===== src/rtl/mem_port_arbiter_pkg.sv =====
// mem_port_arbiter_pkg: shared constants and types for the memory port arbiter
package mem_port_arbiter_pkg;
  localparam logic [7:0] MMIO_PREFIX = 8'hff;
  typedef enum logic [1:0] {OWN_LD, OWN_ST, OWN_AUX} arb_owner_t;
  typedef enum logic {IDLE, MMIO_HOLD} arb_state_t;
  function automatic logic is_mmio(input logic [29:0] a);
    return a[29:22] == MMIO_PREFIX;
  endfunction
endpackage


===== src/rtl/mem_port_arbiter_starve_counter.sv =====
// starve_counter: saturating count of consecutive denied cycles; boosted at LIMIT
module starve_counter #(
  parameter int LIMIT = 8
) (
  input  logic clk,
  input  logic rst,
  input  logic valid,
  input  logic granted,
  output logic boosted
);
  localparam int W = $clog2(LIMIT + 1);
  logic [W-1:0] cnt;
  assign boosted = cnt == W'(LIMIT);
  always_ff @(posedge clk)
    cnt <= (rst || !valid || granted) ? '0 : boosted ? cnt : cnt + 1'b1;
endmodule


===== src/rtl/mem_port_arbiter.sv =====
// mem_port_arbiter: shares the SRAM/CSR port between LD, ST and AUX with starvation boost and MMIO ordering
module mem_port_arbiter
  import mem_port_arbiter_pkg::*;
#(
  parameter int ST_STARVE_LIMIT  = 8,
  parameter int AUX_STARVE_LIMIT = 16
) (
  input  logic        clk,
  input  logic        rst,
  input  logic        IN_disable,
  input  logic        IN_IO_busy,
  input  logic        IN_LD_valid,
  input  logic        IN_LD_kill,
  input  logic [29:0] IN_LD_addr,
  output logic        OUT_LD_ready,
  input  logic        IN_ST_valid,
  input  logic [29:0] IN_ST_addr,
  input  logic [31:0] IN_ST_data,
  input  logic [3:0]  IN_ST_wm,
  output logic        OUT_ST_ready,
  input  logic        IN_AUX_valid,
  input  logic        IN_AUX_we,
  input  logic [29:0] IN_AUX_addr,
  input  logic [31:0] IN_AUX_data,
  input  logic [3:0]  IN_AUX_wm,
  output logic        OUT_AUX_ready,
  output logic [29:0] OUT_MEM_addr,
  output logic [31:0] OUT_MEM_data,
  output logic [3:0]  OUT_MEM_wm,
  output logic        OUT_MEM_we,
  output logic        OUT_MEM_ce,
  output logic        OUT_CSR_ce,
  input  logic [31:0] IN_MEM_data,
  input  logic [31:0] IN_CSR_data,
  output logic        OUT_LD_rvalid,
  output logic        OUT_AUX_rvalid,
  output logic [31:0] OUT_rdata
);
  arb_state_t state, state_nxt;
  arb_owner_t own, rd_own;
  logic hold_ok, ld_el, st_el, aux_el, st_boost, aux_boost;
  logic g_ld, g_st, g_aux, any, wr, csr, rd_valid, rd_csr;
  assign hold_ok = !IN_IO_busy && state != MMIO_HOLD;
  assign ld_el   = IN_LD_valid && !IN_LD_kill;
  assign st_el   = IN_ST_valid && !IN_disable && (!is_mmio(IN_ST_addr) || hold_ok);
  assign aux_el  = IN_AUX_valid && (!IN_AUX_we || (!IN_disable && (!is_mmio(IN_AUX_addr) || hold_ok)));
  // Boosts only win while the requester is eligible; otherwise fall through the list
  assign g_st  = !rst && st_el && (st_boost || (!(aux_el && aux_boost) && !ld_el));
  assign g_aux = !rst && aux_el && !(st_el && st_boost) && (aux_boost || (!ld_el && !st_el));
  assign g_ld  = !rst && ld_el && !(st_el && st_boost) && !(aux_el && aux_boost);
  assign any   = g_ld || g_st || g_aux;
  assign wr    = g_st || (g_aux && IN_AUX_we);
  assign own   = g_ld ? OWN_LD : g_st ? OWN_ST : OWN_AUX;
  assign OUT_MEM_addr = g_ld ? IN_LD_addr : g_st ? IN_ST_addr : IN_AUX_addr;
  assign OUT_MEM_data = g_st ? IN_ST_data : IN_AUX_data;
  assign OUT_MEM_wm   = g_st ? IN_ST_wm : IN_AUX_wm;
  assign csr          = any && is_mmio(OUT_MEM_addr);
  assign OUT_MEM_we   = !wr;
  assign OUT_MEM_ce   = !(any && !csr);
  assign OUT_CSR_ce   = !csr;
  assign OUT_LD_ready  = g_ld;
  assign OUT_ST_ready  = g_st;
  assign OUT_AUX_ready = g_aux;
  starve_counter #(.LIMIT(ST_STARVE_LIMIT)) u_st (
    .clk(clk), .rst(rst), .valid(IN_ST_valid), .granted(g_st), .boosted(st_boost)
  );
  starve_counter #(.LIMIT(AUX_STARVE_LIMIT)) u_aux (
    .clk(clk), .rst(rst), .valid(IN_AUX_valid), .granted(g_aux), .boosted(aux_boost)
  );
  always_comb state_nxt = (wr && csr) ? MMIO_HOLD : IDLE;
  always_ff @(posedge clk) begin
    state    <= rst ? IDLE : state_nxt;
    rd_valid <= !rst && any && !wr;
    rd_own   <= own;
    rd_csr   <= csr;
  end
  assign OUT_LD_rvalid  = rd_valid && rd_own == OWN_LD;
  assign OUT_AUX_rvalid = rd_valid && rd_own == OWN_AUX;
  assign OUT_rdata      = rd_csr ? IN_CSR_data : IN_MEM_data;
endmodule


===== config.mk =====
export PLATFORM = sky130hd
export DESIGN_NAME = mem_port_arbiter
export DESIGN_NICKNAME = d
export VERILOG_FILES = /design/src/rtl/mem_port_arbiter_pkg.sv /design/src/rtl/mem_port_arbiter_starve_counter.sv /design/src/rtl/mem_port_arbiter.sv
export SDC_FILE = /design/constraint.sdc
export NUM_CORES = 1
export LEC_CHECK = 0
export ABC_AREA = 1
export ABC_CLOCK_PERIOD_IN_PS = 4600
export CAP_MARGIN = 20
export CORE_AREA = 10 10 124 126
export DETAILED_ROUTE_END_ITERATION = 10
export DIE_AREA = 0 0 134 136
export HOLD_SLACK_MARGIN = 0.06
export PLACE_DENSITY_LB_ADDON = 0.12
export RECOVER_POWER = 100
export SLEW_MARGIN = 25
export SYNTH_ARGS = -nofsm -noshare
export SYNTH_HDL_FRONTEND = slang
export SYNTH_SLANG_ARGS = --single-unit

===== constraint.sdc =====
create_clock -name clk -period 4.6 [get_ports clk]
set_clock_uncertainty 0.05 [all_clocks]
set_input_delay 1.15 -clock clk [delete_from_list [all_inputs] [get_ports clk]]
set_output_delay 1.15 -clock clk [all_outputs]
set_load 0.02 [all_outputs]

After elaboration in Yosys (flattened, before gate mapping)
Index checks and enable logic that the tools add are counted.
{"block": "op_classes", "n_eq_ne": 6, "n_bitwise": 1, "muxes": 7, "n_addsub": 2, "n_reduce_logical": 55}
{"cell": "$mux 32", "count": 2}
{"cell": "$mux 30", "count": 2}
{"cell": "$logic_and 1x1->1", "count": 26}
{"cell": "$eq 8x8->1 const B", "count": 3}
{"cell": "$logic_not 1->1", "count": 16}
{"cell": "$logic_or 1x1->1", "count": 12}
{"cell": "$add 5x1->5 const B", "count": 1}
{"cell": "$eq 5x5->1 const B", "count": 1}
{"cell": "$add 4x1->4 const B", "count": 1}
{"cell": "$eq 4x4->1 const B", "count": 1}
{"cell": "$mux 4", "count": 1}
{"cell": "$eq 2x2->1 const B", "count": 1}
{"cell": "$logic_not 2->1", "count": 1}
{"cell": "$mux 2", "count": 1}
{"cell": "$mux 1", "count": 1}
{"cell": "$not 1->1", "count": 1}
{"block": "totals", "regBits": 14, "input_bits": 235}

Depth between registers and ports, before layout
{"block": "depth", "ltp_word": 18, "ltp_mapped": 16, "ltp_nobuf": 16}

Modules after synthesis
Synthesis repeated with hierarchy kept, for this count alone.
{"block": "hier_totals", "cells_unflattened": 427, "hier_area_um2": 2371.0}
{"module": "mem_port_arbiter", "cells_each": 354, "n_inst": 1, "area_per_inst_um2": 1868.0}
{"module": "starve_counter (u_aux)", "cells_each": 40, "n_inst": 1, "area_per_inst_um2": 272.8}
{"module": "starve_counter (u_st)", "cells_each": 33, "n_inst": 1, "area_per_inst_um2": 230.2}

Worst setup path before layout
OpenSTA, ideal clock, no wires.
{"block": "synth_path", "path_type": "input port to output port", "start": "input IN_IO_busy", "end": "output OUT_MEM_ce", "arrival_time_ns": 2.740, "slack_ns": 0.660, "cell_stages": 12, "t_required_ns": 3.400, "cell_sequence": "nor2_1 > nand3b_1 > nand3_1 > nor2_8 > nand2_8 > nand2_8 > nor2_1 > nor2_1 > nand2_1 > nor2_2 > nand2_1 > nand2_1"}
{"block": "synth_between", "elab_chain_cells": 18}
{"item": "start, declared", "line": "mem_port_arbiter.sv:11", "text": "input logic IN_IO_busy,"}
{"item": "$logic_not 1->1 *", "line": "mem_port_arbiter.sv:43", "text": "assign hold_ok = !IN_IO_busy && state != MMIO_HOLD;"}
{"item": "$logic_and 1x1->1 *", "line": "mem_port_arbiter.sv:43"}
{"item": "$logic_or 1x1->1", "line": "mem_port_arbiter.sv:46", "text": "assign aux_el = IN_AUX_valid && (!IN_AUX_we || (!IN_disable && (!is_mmio(IN_AUX_addr) || hold_ok)));"}
{"item": "$logic_and 1x1->1", "line": "mem_port_arbiter.sv:46"}
{"item": "$logic_or 1x1->1", "line": "mem_port_arbiter.sv:46"}
{"item": "$logic_and 1x1->1", "line": "mem_port_arbiter.sv:46"}
{"item": "$logic_and 1x1->1", "line": "mem_port_arbiter.sv:48, mem_port_arbiter.sv:50"}
{"item": "$logic_not 1->1", "line": "mem_port_arbiter.sv:48, mem_port_arbiter.sv:50"}
{"item": "[3 not listed]"}
{"item": "$mux 30", "line": "mem_port_arbiter.sv:54", "text": "assign OUT_MEM_addr = g_ld ? IN_LD_addr : g_st ? IN_ST_addr : IN_AUX_addr;"}
{"item": "$mux 30 *", "line": "mem_port_arbiter.sv:54"}
{"item": "net OUT_MEM_addr[27]", "line": "mem_port_arbiter.sv:27", "text": "output logic [29:0] OUT_MEM_addr,"}
{"item": "$eq 8x8->1 *", "line": "mem_port_arbiter_pkg.sv:7", "text": "return a[29:22] == MMIO_PREFIX;"}
{"item": "$logic_and 1x1->1 *", "line": "mem_port_arbiter.sv:57", "text": "assign csr = any && is_mmio(OUT_MEM_addr);"}
{"item": "$logic_not 1->1 *", "line": "mem_port_arbiter.sv:59", "text": "assign OUT_MEM_ce = !(any && !csr);"}
{"item": "$logic_and 1x1->1 *", "line": "mem_port_arbiter.sv:59"}
{"item": "$logic_not 1->1 *", "line": "mem_port_arbiter.sv:59"}
{"item": "end, declared", "line": "mem_port_arbiter.sv:31", "text": "output logic OUT_MEM_ce,"}
The timed path passes the listed nets; every way through them passes the cells marked *.

Final worst setup path
{"block": "layout_path", "start": "input IN_AUX_addr[28]", "end": "output OUT_MEM_ce"}
{"block": "layout_between", "elab_chain_cells": 18}
{"item": "start, declared", "line": "mem_port_arbiter.sv:23", "text": "input logic [29:0] IN_AUX_addr,"}
{"item": "$eq 8x8->1", "line": "mem_port_arbiter_pkg.sv:7"}
{"item": "$logic_not 1->1", "line": "mem_port_arbiter.sv:46"}
{"item": "$logic_or 1x1->1", "line": "mem_port_arbiter.sv:46"}
{"item": "$logic_and 1x1->1", "line": "mem_port_arbiter.sv:46"}
{"item": "$logic_or 1x1->1", "line": "mem_port_arbiter.sv:46"}
{"item": "$logic_and 1x1->1", "line": "mem_port_arbiter.sv:46"}
{"item": "$logic_and 1x1->1", "line": "mem_port_arbiter.sv:48, mem_port_arbiter.sv:50"}
{"item": "$logic_not 1->1", "line": "mem_port_arbiter.sv:48, mem_port_arbiter.sv:50"}
{"item": "$logic_and 1x1->1", "line": "mem_port_arbiter.sv:48", "text": "assign g_st = !rst && st_el && (st_boost || (!(aux_el && aux_boost) && !ld_el));"}
{"item": "$logic_or 1x1->1", "line": "mem_port_arbiter.sv:48"}
{"item": "$logic_and 1x1->1", "line": "mem_port_arbiter.sv:48"}
{"item": "$mux 30 (2 in a row)", "line": "mem_port_arbiter.sv:54"}
{"item": "$eq 8x8->1", "line": "mem_port_arbiter_pkg.sv:7"}
{"item": "$logic_and 1x1->1", "line": "mem_port_arbiter.sv:57"}
{"item": "$logic_not 1->1", "line": "mem_port_arbiter.sv:59"}
{"item": "$logic_and 1x1->1 *", "line": "mem_port_arbiter.sv:59"}
{"item": "$logic_not 1->1 *", "line": "mem_port_arbiter.sv:59"}
Every way passes the cells marked *; elsewhere a longest branch is shown, timed or not.

==> impl_metrics.ini <==
[placement]
finalWeightedCongestion = 0.853
placed_cells = 941
port_buffers = 340
placed_area_um2 = 6110
dp_hpwl_mm = 15.7

[min_path]
hp-class = reg -> reg

[power]
leakagePower_uw = 0.00312
total_power_uw = 896
p_per_area_nw_per_um2 = 139
ir_drop_v = 0.000102

[critical_path]
start_kind = input port
worstPathMaxFanout = 5
worstSetupEndpointType = primary output
worstSetupPathType = in -> out
worstPathArrival_ns = 3.37
required_ns = 3.40

[synthesis]
synthFlopType = dfxtp_1
synth_common_cells = nand2_1, nand3_1, mux2_2
synth_most_common_cell = nand2_1
synth-async-reset-ratio_pct = 0
synth-seq-cells = 14
synth_fp_nets = 646
syn_avg_cell_area_um2 = 5.63
syn_area_um2 = 2290
synth_edf_count = 0
synth_top_area_cell = nand2_1
yosysWarnings = 0
synth.distinct_cells = 30
synth_top_cells_by_area = nand2_1, mux2_2, dfxtp_1
synth_cells = 407
ys_seq_area_share_pct = 12.2
synth_top_area_share_pct = 33.9

[clock_tree]
numCtsBuffers = 3
cts_tree = built
ctsHtreeMaxLevel = 1
clock_sinks = 14
clk_pin_slew_ns = 0.05
clk_latency_ns = 0.24
cts.path.max_buffers = 2
clock-root-buffer = clkbuf_16

[route]
antenna_left = 0
wirelength_mm = 18.2
first_pass_iters = 5
viasPerCell = 4.20
drcViolationCount = 0
via_count = 4088
drt_iter0_markers = 92
post_drt_wl_per_cell_um = 18.7

[sta]
fin_crit_sh_pct = 99.5
slew_headroom_pct = 73.0
setup_viol = 0
worst_pin_slew_ns = 0.405
final_max_slew_viol_count = 0
fmax_mhz = 219
period_minus_slack_ns = 4.57
whs_ns = 0.455
hold_viol = 0
setup-tns-final_ns = 0

[grt]
grt_usage_pct = 17.4
grt_pass1_vias = 4118
grt_pass1_wl_mm = 24.7
grt_max_degree = 59
grt_overflow_total = 0
antenna_found_initial = 2

[final_layout]
nets = 1034
stdcell_area_um2 = 6440
syn2layout_area_growth_pct = 181
stdcell_count = 973
layout-drive-gt1-share_pct = 19.4

[floorplan]
ios = 341
core.rowCount = 42
die_height_um = 136
core-area_um2 = 13000
dieArea_um2 = 18200
initial_core_util_pct = 17.6
die_x_um = 134

[job]
drv_cap = 0

[status]
status = complete, no violations
-- final cells by class --
type,instances,area (um^2)
Clock buffer,4,88.8
Timing Repair Buffer,401,3840
Tap cell,176,220
Antenna cell,3,7.51
Fill cell,1319,6540
Multi-Input combinational cell,344,1880
Sequential cell,14,280
Inverter,31,120
-- repair_timing --
action / CTS / global route
resized for setup: 62 / 85
pin swaps: 1 / 24
hold buffers: 0 / 0
endpoints found under the setup margin: 62 / 59
buffers inserted: 1 / 22
cloned: 0 / 2
-- logic make-up after synthesis --
kind of cell / after synthesis / share of synthesized area (%)
compound gates: 8 / 1.86
xor+xnor: 4 / 1.53
fa+ha+maj: 4 / 2.18
buf+inv: 49 / 8.36
flops: 14 / 12.2
mux: 32 / 15.7
simple gates: 296 / 58.1
-- cells in the final DEF (no fill, tap or decap), types with 2 or more instances in the layout --
cell               n
a21oi_1            3
buf_12             3
buf_4             57
buf_6              8
clkbuf_1           2
clkbuf_16          4
clkbuf_2          13
clkbuf_4           3
clkdlybuf4s50_1  250
dfxtp_1           14
diode_2            3
dlygate4sd2_1     41
dlygate4sd3_1      2
dlymetal6s2s_1    20
ha_1               4
inv_1             24
inv_2              6
mux2_2            32
nand2_1          206
nand2_2            2
nand2_4            2
nand2_8            3
nand3_1           33
nand3_2            3
nand3_4            4
nand3b_1           5
nand4_1            2
nor2_1            19
nor2_2             8
nor3_1             3
o21ai_0            2
o21ai_1            2
xor2_1             3
-- metrics by stage --
stage          utilization [%]  setup WS (ns)
3_3_place_gp              47.1         -0.306
5_1_grt                   49.5        -0.0701
6_report                  49.6         0.0251
2_1_floorplan                -          0.660
3_5_place_dp              47.1         -0.370
4_1_cts                   47.3         -0.235
-- critical path, cell delays in order --
cell and delay (ns):
clkdlybuf4s50_1 0.48, nand2_1 0.05, inv_1 0.06, nand3_1 0.08, nand2_1 0.08, nand2_2 0.07
nand3_4 0.08, nand2_4 0.07, nand2_8 0.09, nand2_8 0.07, nand2_8 0.08, buf_4 0.11
buf_4 0.10, nor2_1 0.03, nor2_1 0.19, nand2_1 0.12, nor2_4 0.14, nand2_1 0.07
nand2_1 0.07, clkbuf_4 0.17
-- metal layers --
layer  routed length, um  global-route usage (%)
met1                6260                    16.5
met2                9830                    34.7
met5                  13                       0
met3                1970                    7.38
met4                 172                    1.87
-- where the power goes --
group	total, uW	switching, uW	internal, uW
Sequential	128	2.44	125
Clock	178	46.5	131
Combinational	590	254	336
-- state kept, by name (all words and copies together) (netlist names) --
name       cells
rd_csr         1
rd_own         2
rd_valid       1
state          1
u_aux.cnt      5
u_st.cnt       4
-- path summary, 6_finish.rpt --
check / slack (ns) / from / end / cells past startpoint
hold / removal: 0.45 / u_aux.cnt[0]$_SDFFE_PP0P_ / u_aux.cnt[0]$_SDFFE_PP0P_ / 2
hold reg to reg: 0.45 / u_aux.cnt[0]$_SDFFE_PP0P_ / u_aux.cnt[0]$_SDFFE_PP0P_ / 2
setup reg to reg: 2.06 / u_st.cnt[0]$_SDFFE_PP0P_ / state$_SDFF_PP0_ / 17
setup / recovery: 0.03 / IN_AUX_addr[28] / OUT_MEM_ce / 20
No activity file was read; power rests on OpenSTA's default activity.
